--- config.mk ---
export PLATFORM = sky130hd
export DESIGN_NAME = rv32i_sequencer
export DESIGN_NICKNAME = d
export VERILOG_FILES = /design/src/rtl/rv32i_sequencer.sv
export SDC_FILE = /design/constraint.sdc
export NUM_CORES = 1
export LEC_CHECK = 0
export ABC_AREA = 1
export CAP_MARGIN = 30
export CORE_ASPECT_RATIO = 0.5
export CORE_MARGIN = 1
export CORE_UTILIZATION = 53
export DETAILED_ROUTE_END_ITERATION = 10
export GPL_TIMING_DRIVEN = 0
export HOLD_SLACK_MARGIN = 0.12
export PLACE_DENSITY = 0.86
export REMOVE_ABC_BUFFERS = 1
export SETUP_SLACK_MARGIN = 0.5
export SYNTH_ARGS = -nofsm -noshare
export SYNTH_HDL_FRONTEND = slang
export SYNTH_SLANG_ARGS = --single-unit
--- constraint.sdc ---
create_clock -name clk -period 4.8 [get_ports clk]
set_input_delay 0.72 -clock clk [delete_from_list [all_inputs] [get_ports clk]]
set_output_delay 0.72 -clock clk [all_outputs]
set_load 0.01 [all_outputs]
--- src/rtl/rv32i_sequencer.sv ---
// rv32i_sequencer: multi-cycle fetch/decode/exec/mem/wb control FSM.
// Owns the PC and retired-instruction counter; drives the shared memory port.
module rv32i_sequencer #(
    parameter logic [31:0] RESET_PC = 32'h0000_0000
) (
    input  logic        clk,
    input  logic        rst,
    input  logic [11:0] inst_class,
    input  logic        branch_taken,
    input  logic [31:0] target,
    input  logic        mem_ready,
    input  logic        mem_fault,
    output logic        mem_req,
    output logic        mem_we,
    output logic        mem_addr_sel,
    output logic        ir_we,
    output logic        rf_we,
    output logic [1:0]  wb_sel,
    output logic [31:0] pc,
    output logic [31:0] instret,
    output logic        halted,
    output logic        trap,
    output logic [1:0]  trap_cause
);

    localparam logic [2:0] S_FETCH  = 3'd0;
    localparam logic [2:0] S_DECODE = 3'd1;
    localparam logic [2:0] S_EXEC   = 3'd2;
    localparam logic [2:0] S_MEM    = 3'd3;
    localparam logic [2:0] S_WB     = 3'd4;
    localparam logic [2:0] S_HALT   = 3'd5;
    localparam logic [2:0] S_TRAP   = 3'd6;

    localparam logic [1:0] C_ILLEGAL = 2'd0;
    localparam logic [1:0] C_ECALL   = 2'd1;
    localparam logic [1:0] C_MEM     = 2'd2;
    localparam logic [1:0] C_ALIGN   = 2'd3;

    logic [2:0]  state;
    logic [2:0]  state_nxt;
    logic [31:0] pc_nxt;
    logic [31:0] instret_nxt;
    logic [1:0]  cause_nxt;
    logic [31:0] pc_plus4;
    logic [31:0] instret_inc;

    logic is_lui;
    logic is_auipc;
    logic is_jal;
    logic is_jalr;
    logic is_branch;
    logic is_load;
    logic is_store;
    logic is_op_imm;
    logic is_op;
    logic is_ecall;
    logic is_ebreak;
    logic one_hot;
    logic taken;
    logic misaligned;

    assign is_lui    = inst_class[0];
    assign is_auipc  = inst_class[1];
    assign is_jal    = inst_class[2];
    assign is_jalr   = inst_class[3];
    assign is_branch = inst_class[4];
    assign is_load   = inst_class[5];
    assign is_store  = inst_class[6];
    assign is_op_imm = inst_class[7];
    assign is_op     = inst_class[8];
    assign is_ecall  = inst_class[10];
    assign is_ebreak = inst_class[11];

    // Exactly one bit set: nonzero and clearing the lowest set bit leaves zero.
    assign one_hot = (inst_class != 12'd0)
                   && ((inst_class & (inst_class - 12'd1)) == 12'd0);

    assign taken      = is_jal | is_jalr | (is_branch & branch_taken);
    assign misaligned = taken & (target[1:0] != 2'b00);

    assign pc_plus4    = pc + 32'd4;
    assign instret_inc = instret + 32'd1;

    always_comb begin
        state_nxt    = state;
        pc_nxt       = pc;
        instret_nxt  = instret;
        cause_nxt    = trap_cause;
        mem_req      = 1'b0;
        mem_we       = 1'b0;
        mem_addr_sel = 1'b0;
        ir_we        = 1'b0;
        rf_we        = 1'b0;
        wb_sel       = 2'd0;
        halted       = 1'b0;
        trap         = 1'b0;
        // Reset masks every strobe so an in-flight memory request is dropped at once.
        if (!rst) begin
            unique case (state)
                S_FETCH: begin
                    mem_req = 1'b1;
                    if (mem_ready) begin
                        if (mem_fault) begin
                            state_nxt = S_TRAP;
                            cause_nxt = C_MEM;
                        end else begin
                            ir_we     = 1'b1;
                            state_nxt = S_DECODE;
                        end
                    end
                end
                S_DECODE: begin
                    if (!one_hot) begin
                        state_nxt = S_TRAP;
                        cause_nxt = C_ILLEGAL;
                    end else if (is_ebreak) begin
                        state_nxt = S_HALT;
                    end else if (is_ecall) begin
                        state_nxt = S_TRAP;
                        cause_nxt = C_ECALL;
                    end else begin
                        state_nxt = S_EXEC;
                    end
                end
                S_EXEC: begin
                    state_nxt = (is_load | is_store) ? S_MEM : S_WB;
                end
                S_MEM: begin
                    mem_req      = 1'b1;
                    mem_addr_sel = 1'b1;
                    mem_we       = is_store;
                    if (mem_ready) begin
                        if (mem_fault) begin
                            state_nxt = S_TRAP;
                            cause_nxt = C_MEM;
                        end else if (is_store) begin
                            pc_nxt      = pc_plus4;
                            instret_nxt = instret_inc;
                            state_nxt   = S_FETCH;
                        end else begin
                            state_nxt = S_WB;
                        end
                    end
                end
                S_WB: begin
                    if (is_lui) begin
                        wb_sel = 2'd3;
                    end else if (is_jal | is_jalr) begin
                        wb_sel = 2'd2;
                    end else if (is_load) begin
                        wb_sel = 2'd1;
                    end else begin
                        wb_sel = 2'd0;
                    end
                    if (misaligned) begin
                        state_nxt = S_TRAP;
                        cause_nxt = C_ALIGN;
                    end else begin
                        rf_we = is_lui | is_auipc | is_jal | is_jalr
                              | is_op_imm | is_op | is_load;
                        pc_nxt      = taken ? target : pc_plus4;
                        instret_nxt = instret_inc;
                        state_nxt   = S_FETCH;
                    end
                end
                S_HALT: begin
                    halted = 1'b1;
                end
                S_TRAP: begin
                    trap = 1'b1;
                end
                default: begin
                    state_nxt = S_TRAP;
                    cause_nxt = C_ILLEGAL;
                end
            endcase
        end
    end

    always_ff @(posedge clk) begin
        if (rst) begin
            state      <= S_FETCH;
            pc         <= RESET_PC;
            instret    <= 32'd0;
            trap_cause <= 2'd0;
        end else begin
            state      <= state_nxt;
            pc         <= pc_nxt;
            instret    <= instret_nxt;
            trap_cause <= cause_nxt;
        end
    end

endmodule

== Word-level counts from Yosys, hierarchy flattened ==
Cells that the tools add are included.

* Bitwise gates (word level): 14
* Multiplexer cells: 51
* Order comparisons: 0
* Equal/unequal tests: 16
* Shift-type cells: 0
* Multiply operators: 0
* Reductions and logical operators: 12
* Divide/modulo/power cells: 0
* $add $sub $neg: 3

{| class="wikitable"
|+ Operators by type and width
! cell !! number
|-
| $mux W32 || 9
|-
| $pmux W32 S2 || 2
|-
| $add A32 B1 Y32 const B || 1
|-
| $add A32 B3 Y32 const B || 1
|-
| $mux W3 || 10
|-
| $mux W2 || 10
|-
| $mux W1 || 18
|-
| $pmux W3 S6 || 1
|-
| $and A12 B12 Y12 || 1
|-
| $logic_not A12 Y1 || 1
|-
| $ne A2 B2 Y1 const B || 6
|-
| $reduce_bool A12 Y1 || 1
|-
| $sub A12 B1 Y12 const B || 1
|-
| $eq A3 B3 Y1 const B || 3
|-
| $or A1 B1 Y1 || 9
|-
| $pmux W2 S4 || 1
|-
| $eq A3 B2 Y1 const B || 2
|-
| $ne A3 B3 Y1 const B || 2
|-
| $reduce_and A6 Y1 || 1
|-
| $reduce_and A5 Y1 || 1
|-
| $ne A2 B1 Y1 const B || 2
|-
| $reduce_bool A2 Y1 || 2
|-
| $reduce_or A2 Y1 || 2
|-
| $eq A3 B1 Y1 const B || 1
|-
| 6 further kinds || 8
|}

* ROM bits: 0
* Word-level logic and storage cells: 100
* Bits of input ports: 49
* Memory bits (writable): 0
* Bits in latches: 0
* Memories kept: 0
* Flip-flop bits (word level): 69
* Output and inout bits: 75

== Depth between registers and ports, before layout ==
Gate-level depths: netlist (run 1).

* Depth in word-level cells: 9
* Depth in mapped cells: 12
* Mapped depth without buffers: 12

== Worst setup path after synthesis (run 1) ==
Ideal clock, no wire load.

* Kind: input port to output port
* Start point: input inst_class[3]
* End point: output rf_we
* Path slack: 2641 ps
* Stages: 4
* Path buffers: 0
* Arrival: 1439 ps
* Required time: 4080 ps
* Path through: nor2_2 -> o21ai_1 -> o21ai_1 -> nor3b_1

* Longest elaborated chain between the ends: 7
* Elaborated cells between the ends (all ways): 10
* Those cells by class: mux: 3; bitwise: 7

{| class="wikitable"
|+ RTL lines
! element !! line !! text
|-
| start, declared || 8 || <nowiki>input logic [11:0] inst_class,</nowiki>
|-
| $or A1 B1 Y1 || 159 || <nowiki>rf_we = is_lui | is_auipc | is_jal | is_jalr</nowiki>
|-
| $or A1 B1 Y1 (3 in series) || 160 || <nowiki>| is_op_imm | is_op | is_load;</nowiki>
|-
| $mux W1 (*) || 155 || <nowiki>if (misaligned) begin</nowiki>
|-
| $mux W1 (*) || 99 || <nowiki>unique case (state)</nowiki>
|-
| $mux W1 (*) || 98 || <nowiki>if (!rst) begin</nowiki>
|-
| end, declared || 17 || <nowiki>output logic rf_we,</nowiki>
|}

Every way passes the cells marked *; elsewhere a longest branch is shown, timed or not.

== Final worst setup path (run 1) ==
* Start point: input rst
* End point: output rf_we

* Longest elaborated chain between the ends: 1

{| class="wikitable"
|+ RTL lines
! element !! line !! text
|-
| start, declared || 7 || <nowiki>input logic rst,</nowiki>
|-
| $mux W1 || 98 ||
|}

No other way between the ends.

==> results.py, run 1 <==
metrics = {
    "status": {
        "status": "finished, final reports clean",
    },
    "route": {
        "antenna_left": 0,
        "routed_via_density": 5.586,
        "wl_met2_um": 6432,
        "first_pass_iters": 5,
        "totalWireLength_um": 14070,
        "drc": 0,
        "route.met3.wl_um": 1135,
        "highest_layer": "met4",
        "vias": 5458,
        "wl_met1_um": 6293,
        "wl_per_cell_um": 14.40,
        "drtIter0Drc": 431,
    },
    "synth": {
        "synthAdderAreaFrac_pct": 0.5356,
        "synthArstFlopShare_pct": 0,
        "synth-edff-count": 0,
        "synth_top_family_by_area": "simple AND/OR/NAND/NOR gates",
        "ys_types": 44,
        "syn-cell-area_um2": 4672,
        "syn_area_per_cell_um2": 6.229,
        "yosys_warnings": 0,
        "synth_xor_area_share_pct": 3.749,
        "ys.flop_type": "dfxtp_1",
        "ys_seq_area_share_pct": 29.57,
        "netlist_instances": 750,
        "synth_compound_area_share_pct": 17.33,
        "synth-simple-area-share_pct": 40.36,
        "synth_mux_area_share_pct": 0,
        "ys_ff_latch": 69,
    },
    "sta": {
        "worst_pin_slew_ps": 987.7,
        "min_period_over_period_pct": 76.65,
        "skew_ps": 6.842,
        "maxSlewViolCount": 0,
        "hold_viol": 0,
        "max_freq_ghz": 0.2718,
        "rsz0062_at_grt": "false",
        "maxSlewHeadroom_pct": 33.92,
        "period_minus_slack_ps": 3679,
        "setup_ws_ps": 1121,
        "setup_viol": 0,
    },
    "critical_path": {
        "path_class": "input port to output pin",
        "start_kind": "input port",
        "path_max_fanout": 37,
        "endpoint_kind": "output pin",
        "cp.arrival_ps": 2960,
        "cp.required_ps": 4080,
    },
    "clock_network": {
        "cts_buffers": 9,
        "htreeDepth": 3,
        "ctsHoldBuffers": 0,
        "cts_tree": "yes",
        "cts_resized": 0,
        "cts_root_buffer": "clkbuf_16",
        "cts_sinks": 69,
        "clk_latency_ps": 330,
        "postCtsSetupBuffers": 0,
        "path_clk_slew_ps": 50,
        "cts_buffer_depth": 2,
    },
    "grt": {
        "grt.total_usage_pct": 31.89,
        "grt_max_degree": 51,
        "grt_pass1_wl_um": 23140,
        "antenna_found_initial": 0,
        "grt-ovfl-total": 0,
        "grt_pass1_vias": 4975,
    },
    "placement": {
        "dp_hpwl_um": 9914,
        "pre_cts_ws_ps": 1165,
        "place_congestion": 0.8948,
        "port_buffers": 123,
    },
    "power_and_ir_drop": {
        "vdd_drop_max_uv": 228.3,
        "power.total_mw": 2.096,
        "cellLeakagePower_nw": 2.199,
        "p_per_area_nw_per_um2": 337.0,
    },
    "flow_run": {
        "cap_violations": 0,
    },
    "floorplan": {
        "initial_core_util_pct": 56.57,
        "rows": 23,
        "ios": 124,
        "fp.dieW_um": 134.8,
        "core_area_um2": 8259,
        "die_h_um": 68.39,
        "fp.dieArea_um2": 9218,
    },
    "min_path": {
        "min_path_type": "flop to flop",
    },
    "finish": {
        "antenna_cells": 0,
        "n_fill_cell": 717,
        "syn_to_final_growth_pct": 33.15,
        "drive_above_1_share_pct": 5.087,
        "final_common_cell": "nand2_1",
        "fin_nets": 912,
        "layout_common_cells": "198 x nand2_1, 122 x clkdlybuf4s50_1, 98 x nor2_1",
    },
}
[cell type report]
class / count / area, µm² / share of cell area (%)
multi-input combinational: 592 / 2900 / 46.62
sequential: 69 / 1381 / 22.20
timing repair buffer: 125 / 1266 / 20.35
clock buffer: 12 / 246.5 / 3.962
inverter: 64 / 240.2 / 3.862
tap: 112 / 140.1 / 2.253
clock inverter: 3 / 46.29 / 0.7442
[synth_stat cells, types with 2 or more instances]
cell,instances,area (µm²)
nand2_1,200,750.7
nor2_1,98,367.9
dfxtp_1,69,1381
a21oi_1,65,325.3
inv_1,58,217.7
o21ai_0,48,240.2
nand3_1,43,215.2
nor3_1,30,150.1
nand4_1,19,118.9
xor2_1,13,113.9
o211ai_1,9,67.56
clkbuf_1,8,30.03
buf_2,7,35.03
nand3b_1,7,52.55
nor2_2,7,43.79
xnor2_1,7,61.31
nor4_1,6,37.54
buf_6,5,56.30
a31oi_1,4,25.02
buf_4,4,30.03
inv_2,4,15.01
o21a_1,4,30.03
nand3_2,3,30.03
nor2_4,3,33.78
o21ai_1,3,15.01
or2_2,3,18.77
a211oi_1,2,15.01
and3_1,2,12.51
clkinv_1,2,7.510
ha_1,2,25.02
nor3b_1,2,15.01
[report_power, final]
group / total, mW / internal, mW / switching (mW)
combinational: 0.731 / 0.287 / 0.443
clock: 0.660 / 0.415 / 0.246
sequential: 0.705 / 0.627 / 0.0790
[per-stage QoR]
| stage | util, % | hold WS [ps] | TNS, ps | instances | instance area [µm²] |
|---|---|---|---|---|---|
| floorplan | - | 476.2 | 0 | 725 | 4517 |
| global placement | 71.29 | 445.3 | -2599 | 960 | 5888 |
| detailed placement | 71.78 | 445.8 | 0 | 962 | 5928 |
| CTS | 75.32 | 454.0 | 0 | 977 | 6221 |
| global route | 75.32 | 498.7 | 0 | 977 | 6221 |
| finish | 75.32 | 451.9 | 0 | 977 | 6221 |
[path summary, 6_finish.rpt]
kind	start	end	slack (ps)	cells past startpoint
max	rst	rf_we	1120	6
min	pc[0]	pc[0]	450	2
max reg2reg	state[0]	instret[4]	2280	10
min reg2reg	pc[0]	pc[0]	450	2
[critical path, cell delays in order]
cell             delay (ps)
buf_2                   260
buf_12                  260
clkinv_1                730
nand2_1                 390
nor3b_1                  90
clkdlybuf4s50_1         480
[registers in the layout (all words and copies together), names as in the netlist]
signal      cells
pc             32
trap_cause      2
state           3
instret        32
[cells by family (layout without fill, tap and decap cells)]
kind of cell / count (synthesis) / after routing
simple gates: 427 / 427
fa+ha+maj: 2 / 2
compound gates: 143 / 143
xor+xnor: 20 / 20
buf+inv: 89 / 204
flops: 69 / 69
[routing by layer]
| layer | up-vias | GRT usage [%] |
|---|---|---|
| met2 | 241 | 55.41 |
| met1 | 2479 | 40.21 |
| met5 | - | 0 |
| li1 | 2720 | - |
| met3 | 18 | 6.593 |
| met4 | 0 | 10.39 |
Power figures use the tool's default switching activity.
==> run 2: changes to the inputs <==
Settings changed: CORE_UTILIZATION 53 to 50, PLACE_DENSITY 0.86 to 0.82.
Clock period 4.8 ns to 3.5 ns, I/O delays scaled along.
==> run 2 against run 1 <==
  * The flow now finishes with violations (DRC)
  * Worst setup slack lost 460 ps
  * Clock skew grew 1.1 ps
  * Critical path depth is the same
  * Register-to-register slack lost 1100 ps
  * Via count shrank 0.71%
  * Count of clock-buffer cells in the layout shrank 1
  * Utilization shrank 4.9 points
  * Cell count grew 0.61%
  * Clock power grew 40%
  * Sequential share of layout area shrank 0.14 points
  * Non-clock buffer count grew 2
  * Global-route usage shrank 2.2 points
==> results.py, run 2 (synthesized netlist as in run 1, its figures left out) <==
metrics = {
    "status": {
        "status": "complete, but fails checks",
        "violations": "DRC",
    },
    "clock_network": {
        "cts_sinks": 69,
        "clk_latency_ps": 340,
        "htreeDepth": 3,
        "cts_tree": "yes",
        "path_clk_slew_ps": 60,
        "cts_root_buffer": "clkbuf_16",
        "ctsHoldBuffers": 0,
        "cts_buffers": 9,
        "cts_buffer_depth": 2,
    },
    "floorplan": {
        "ios": 124,
        "fp.dieArea_um2": 9758,
        "core_area_um2": 8889,
        "initial_core_util_pct": 52.56,
        "fp.dieW_um": 138.7,
        "rows": 24,
        "die_h_um": 70.35,
    },
    "critical_path": {
        "r2r_end": "pc[12]",
        "path_max_fanout": 5,
        "r2r_slack_ps": 1140,
        "start_kind": "input port",
        "cp.required_ps": 2970,
        "r2r_start": "state[0]",
        "worst_r2r_path_depth": 8,
        "path_class": "input port to output pin",
        "endpoint_kind": "output pin",
        "cp.arrival_ps": 2310,
    },
    "sta": {
        "period_minus_slack_ps": 2836,
        "skew_ps": 7.937,
        "fin_setup_tns_ps": 0,
        "worst_pin_slew_ps": 894.3,
        "maxSlewViolCount": 0,
        "setup_viol": 0,
        "maxSlewHeadroom_pct": 40.17,
        "rsz0062_at_grt": "false",
        "min_period_over_period_pct": 81.02,
        "max_freq_ghz": 0.3526,
        "hold_viol": 0,
    },
    "finish": {
        "drive_above_1_share_pct": 5.543,
        "final_area_um2": 6260,
        "final_common_cell": "nand2_1",
        "layout_common_cells": "198 x nand2_1, 122 x clkdlybuf4s50_1, 98 x nor2_1",
        "fin_nets": 914,
        "syn_to_final_growth_pct": 33.98,
        "top_regs": "instret x32, pc x32, state x3",
        "antenna_cells": 0,
    },
    "route": {
        "wl_per_cell_um": 14.25,
        "drc": 8,
        "routed_via_density": 5.513,
        "totalWireLength_um": 14010,
        "antenna_left": 0,
        "vias": 5419,
        "drtIter0Drc": 449,
        "first_pass_iters": 9,
    },
    "grt": {
        "grt_max_degree": 51,
        "grt-ovfl-total": 0,
        "grt_pass1_vias": 4989,
        "grt.total_usage_pct": 29.65,
        "antenna_found_initial": 0,
        "grt_pass1_wl_um": 23490,
    },
    "power_and_ir_drop": {
        "cellLeakagePower_nw": 2.219,
        "p_per_area_nw_per_um2": 464.1,
        "combPwrFrac_pct": 34.8,
        "pwr-share-seq_pct": 33.3,
        "vdd_drop_max_uv": 346.8,
        "swShare_pct": 36.49,
        "p_switching_mw": 1.060,
        "p_int_mw": 1.845,
        "clkPwrFrac_pct": 31.9,
    },
    "placement": {
        "dpl_cell_area_um2": 5934,
        "place_congestion": 0.9303,
        "port_buffers": 123,
        "dp_hpwl_um": 9909,
    },
    "min_path": {
        "min_from": "rst",
        "min_path_type": "input port to flop",
        "hold-path-endpoint": "instret[10]",
        "hold_depth": 2,
    },
    "flow_run": {
        "cap_violations": 0,
    },
}
[run 2: cell types whose count changed in the layout (fill, tap and decap cells not counted), sizes merged]
cell | before | now
buf | 3 | 5
clkbuf | 12 | 11
[run 2: what timing repair did]
item	CTS	global route
pin swaps	0	1
buffers inserted	0	2
gates cloned	0	0
resized for setup	1	2
setup endpoints to repair	3	7
hold endpoints to repair	0	0
[run 2: area by class of cell]
type | count | area [µm²]
multi-input cells | 592 | 2910
fillers | 793 | 2629
flip-flops and latches | 69 | 1381
repair buffers | 127 | 1281
clock buffers | 11 | 252.7
inverters | 64 | 241.5
well taps | 117 | 146.4
clock inverters | 3 | 46.29
[run 2: layer usage]
metal  track usage [%]  part of all wire [%]  up-vias  routed length (µm)
li1                  -                     -     2723                   -
met1             38.08                    46     2471                6399
met2             50.65                    45      208                6339
met3             6.036                   7.9       17                1104
met4             8.519                   1.2        0                 165
met5                 0                     0        -                   0
[run 2: how the worst max path moves through the flow]
stage,from,to,slack (ps),cells past startpoint
CTS,inst_class[2],instret[4],640,11
detailed placement,inst_class[2],instret[4],280,11
floorplan,inst_class[3],instret[18],1080,10
global placement,rst,rf_we,-1800,5
global route,inst_class[2],rf_we,550,6
finish,inst_class[2],rf_we,660,6
[run 2: power by group through the flow]
stage,clock [mW],combinational [mW],sequential (mW)
floorplan,0,0.576,0.988
global placement,0,0.958,0.981
detailed placement,0,0.988,0.982
CTS,0.939,0.991,0.966
global route,0.973,1.13,0.982
finish,0.926,1.01,0.968
[run 2: metrics by stage]
step	power, mW	hold slack [ps]	util, %	cells	setup WS (ps)
3_3_place_gp	1.938	444.9	66.31	965	-1805
3_5_place_dp	1.970	454.1	66.77	967	281.5
2_1_floorplan	1.564	476.2	-	725	1081
4_1_cts	2.895	417.1	70.14	981	637.1
6_report	2.905	417.8	70.43	983	664.2
5_1_grt	3.081	423.0	70.43	983	549.3
[run 2: worst max-delay path, stage by stage]
cell	delay (ps)
clkdlybuf4s50_1	520
nor2_4	170
o21ai_1	120
o21ai_1	180
nor3b_1	230
clkdlybuf4s50_1	560
==> run 3: changes to the inputs <==
Clock period 3.5 ns to 2.9 ns, I/O delays scaled along.
==> run 3 against run 2 <==
  * The run still ends with DRC left
  * Clock power grew 21%
  * Global-route usage is essentially flat
  * Combinational power grew 23%
  * Register-to-register slack lost 340 ps
  * Sequential share of layout area shrank 0.12 points
  * Cell count grew 0.10%
  * Critical path depth is the same
  * Via count shrank 0.22%
  * Worst setup slack lost 90 ps
  * Count of clock-buffer cells in the layout is the same
  * Non-clock buffer count grew 1
  * Sequential power grew 21%
==> results.py, run 3 (synthesized netlist as in run 1, its figures left out) <==
metrics = {
    "floorplan": {
        "ios": 124,
        "fp.dieArea_um2": 9758,
        "core_area_um2": 8889,
        "fp.dieW_um": 138.7,
        "rows": 24,
        "die_h_um": 70.35,
        "initial_core_util_pct": 52.56,
    },
    "power_and_ir_drop": {
        "vdd_drop_max_uv": 412.8,
        "p_int_mw": 2.239,
        "clkPwrFrac_pct": 31.7,
        "p_per_area_nw_per_um2": 559.4,
        "pwr-share-seq_pct": 33.2,
        "swShare_pct": 36.51,
        "power.total_mw": 3.527,
        "cellLeakagePower_nw": 2.295,
        "combPwrFrac_pct": 35.1,
        "p_switching_mw": 1.287,
    },
    "flow_run": {
        "cap_violations": 0,
    },
    "sta": {
        "fin_setup_tns_ps": 0,
        "hold_viol": 0,
        "period_minus_slack_ps": 2326,
        "maxSlewViolCount": 0,
        "whs_ps": 329.1,
        "max_freq_ghz": 0.4300,
        "setup_viol": 0,
        "skew_ps": 7.882,
        "maxSlewHeadroom_pct": 64.46,
        "rsz0062_at_grt": "false",
        "worst_pin_slew_ps": 528.3,
        "min_period_over_period_pct": 80.19,
    },
    "grt": {
        "grt_pass1_vias": 5004,
        "grt-ovfl-total": 0,
        "antenna_found_initial": 0,
        "grt.total_usage_pct": 29.70,
        "grt_max_degree": 51,
        "grt_pass1_wl_um": 23540,
    },
    "route": {
        "totalWireLength_um": 14110,
        "wl_per_cell_um": 14.34,
        "drtIter0Drc": 432,
        "first_pass_iters": 8,
        "antenna_left": 0,
        "routed_via_density": 5.495,
        "vias": 5407,
        "drc": 8,
    },
    "critical_path": {
        "r2r_end": "instret[24]",
        "endpoint": "wb_sel[0]",
        "crit_start": "rst",
        "endpoint_kind": "output pin",
        "r2r_start": "instret[0]",
        "cp.arrival_ps": 1890,
        "worst_r2r_path_depth": 8,
        "path_max_fanout": 47,
        "cp.required_ps": 2470,
        "path_class": "input port to output pin",
        "r2r_slack_ps": 800,
        "start_kind": "input port",
    },
    "clock_network": {
        "cts_root_buffer": "clkbuf_16",
        "cts_sinks": 69,
        "ctsHoldBuffers": 0,
        "cts_buffers": 9,
        "cts_tree": "yes",
        "htreeDepth": 3,
        "clk_latency_ps": 340,
        "path_clk_slew_ps": 60,
        "cts_buffer_depth": 2,
    },
    "finish": {
        "final_common_cell": "nand2_1",
        "top_regs": "instret x32, pc x32, state x3",
        "layout_common_cells": "198 x nand2_1, 117 x clkdlybuf4s50_1, 98 x nor2_1",
        "drive_above_1_share_pct": 6.113,
        "antenna_cells": 0,
        "syn_to_final_growth_pct": 34.95,
        "fin_nets": 915,
    },
    "min_path": {
        "min_from": "rst",
        "min_path_type": "input port to flop",
    },
    "placement": {
        "place_congestion": 0.9303,
        "dp_hpwl_um": 9909,
        "port_buffers": 123,
    },
    "status": {
        "status": "complete, but fails checks",
        "violations": "DRC",
    },
}
-- run 3: critical path: stages --
cell             delay [ps]
buf_2                   130
buf_12                  190
inv_4                   290
nand2_1                 160
nor2_1                  110
clkdlybuf4s50_1         540
-- run 3: per-layer routing --
metal | vias to the layer above | global-route usage (%) | part of all wire [%]
met2 | 221 | 50.93 | 46
met1 | 2437 | 37.99 | 45
met3 | 22 | 6.036 | 7.9
met5 | - | 0 | 0
met4 | 0 | 8.519 | 1.5
li1 | 2727 | - | -
-- run 3: power groups by stage --
| stage | Combinational [mW] | Sequential, mW | Clock, mW |
|---|---|---|---|
| after global placement | 1.16 | 1.18 | 0 |
| after detailed placement | 1.19 | 1.19 | 0 |
| final | 1.24 | 1.17 | 1.12 |
| after floorplan | 0.695 | 1.19 | 0 |
| after CTS | 1.21 | 1.17 | 1.13 |
| after global routing | 1.38 | 1.19 | 1.17 |
-- run 3: layout make-up --
type / count / area, µm²
flip-flops and latches: 69 / 1384
multi-input cells: 592 / 2932
repair buffers: 128 / 1301
fillers: 788 / 2584
well taps: 117 / 146.4
clock inverters: 3 / 46.29
inverters: 64 / 242.7
clock buffers: 11 / 252.7
-- run 3: how the worst min path moves through the flow --
stage / end / slack, ps / depth (start not counted)
6_report: instret[10] / 330 / 2
3_3_place_gp: pc[0] / 440 / 2
3_5_place_dp: pc[1] / 450 / 2
2_1_floorplan: pc[0] / 480 / 2
4_1_cts: instret[10] / 330 / 2
5_1_grt: instret[10] / 330 / 2
-- run 3: timing repair --
item	4_1_cts	5_1_grt
resized for setup	3	12
hold endpoints to repair	0	0
endpoints found under the setup margin	58	37
buffers inserted	1	2
pin swaps	1	3
-- run 3: stage by stage --
step           cells  instance area (µm²)  worst slack, ps  utilization [%]
6_report         984                 6305            574.4            70.93
3_5_place_dp     967                 5934           -228.5            66.77
3_3_place_gp     965                 5894            -2225            66.31
4_1_cts          982                 6256            223.9            70.38
2_1_floorplan    725                 4517            570.7                -
5_1_grt          984                 6305            469.3            70.93
==> edit (settings of run 2) <==
`instret` no longer has a reset.
--- a/src/rtl/rv32i_sequencer.sv
+++ b/src/rtl/rv32i_sequencer.sv
@@ -183,3 +183,2 @@
             pc         <= RESET_PC;
-            instret    <= 32'd0;
             trap_cause <= 2'd0;
@@ -188,3 +187,2 @@
             pc         <= pc_nxt;
-            instret    <= instret_nxt;
             trap_cause <= cause_nxt;
@@ -193,2 +191,6 @@
 
+    always_ff @(posedge clk) begin
+        instret <= instret_nxt;
+    end
+
 endmodule
Formal check against the unedited RTL: differs if rst is asserted again (counterexample within 10 cycles, from zero or initial values and one cycle with rst high); with rst held inactive, the same outputs for 10 cycles.
==> edit against run 2 <==
Area after synthesis fell by 3.0%. Fmax rose by 0.79%. Sequential cell count did not move. Design area fell by 0.98%. Count of clock-buffer cells in the layout fell by 2. Worst setup slack improved by 0.022 ns. Routed wire length fell by 16%. Die area fell by 2.9%. Combinational power rose by 19%. Clock power rose by 6.2%. Total power rose by 15%. Critical endpoint is now wb_sel[1]. Largest cell class unchanged. Largest power group unchanged. Highest routed layer unchanged.
==> edit: results (changes against run 2) <==
| Metric | Value |
|---|---|
| Run status | finished clean (was complete, but fails checks) |
| Multi-input combinational gate total | 503 (was 592) |
| Maximum vdd drop | 323 uV (was 347 uV) |
| Vias in the first global route | 4,317 (was 4,989) |
| Number of enable-type register cells in the synthesized netlist | 32 (was 0) |
| Master of the slowest instance on the critical path | sky130_fd_sc_hd__dlygate4sd2_1 (was sky130_fd_sc_hd__clkdlybuf4s50_1) |
| Seq area share | 27.5% (was 22.1%) |
| Internal power consumption | 2.13 mW (was 1.85 mW) |
| First-pass GRT wire length | 19.9 mm (was 23.5 mm) |
| Placer's final routability congestion estimate | 0.918 (was 0.930) |
| Area of the mapped netlist | 4530 sq um (was 4670 sq um) |
| Depth of the worst register-to-register path | 9 (was 8) |
| Worst-path fanout max | 20 (was 5) |
| Share of cells above drive strength 1 | 7.10% (was 5.54%) |
| Count of filler cells inserted in the layout | 717 (was 793) |
| Data arrival, critical path | 2.29 ns (was 2.31 ns) |
| Count of non-CTS inverters in the layout | 62 (was 64) |
| Area taken by multi-input logic gates | 2530 sq um (was 2910 sq um) |
| Gates resized, CTS repair | 2 (was 1) |
| Clock buffer and inverter area fraction after layout | 5.19% (was 4.78%) |
| Routing usage on met2 | 44.0% (was 50.6%) |
| Final #Nets | 821 (was 914) |
| Placed insts | 876 (was 967) |
| Portion of the post-synthesis area used by sequential elements | 37.5% (was 29.6%) |
| Post-placement setup slack | 0.227 ns (was 0.281 ns) |
| Vias per cell | 5.32 (was 5.51) |
| Global routing usage on met1 | 33.8% (was 38.1%) |
| Multi-input combinational area share | 40.9% (was 46.5%) |
[edit: worst max-delay path by stage]
stage | cells past startpoint | start | to | slack [ns]
final | 5 | rst | wb_sel[1] | 0.69
after detailed placement | 5 | rst | wb_sel[1] | 0.23
after floorplan | 5 | inst_class[3] | instret[0] | -0.34
after global placement | 2 | rst | instret[28] | -2.58
after global routing | 11 | inst_class[2] | pc[21] | 0.52
after CTS | 7 | inst_class[2] | rf_we | 0.57
[edit: cells by family (layout without fill, tap and decap cells)]
family          after synthesis  in the layout  synth area share, %
simple gates                375            375                 37.2
compound gates               94             94                 11.6
buf+inv                      78            203                 6.93
flops                        69             69                 37.5
xor+xnor                     32             32                 6.18
fa+ha+maj                     2              2                0.552
[edit: power groups by stage]
stage | combinational, mW | clock (mW) | sequential [mW]
floorplan | 0.656 | 0 | 1.19
global placement | 1.14 | 0 | 1.18
detailed placement | 1.18 | 0 | 1.17
CTS | 1.20 | 0.999 | 1.16
global route | 1.34 | 1.03 | 1.18
finish | 1.20 | 0.983 | 1.16
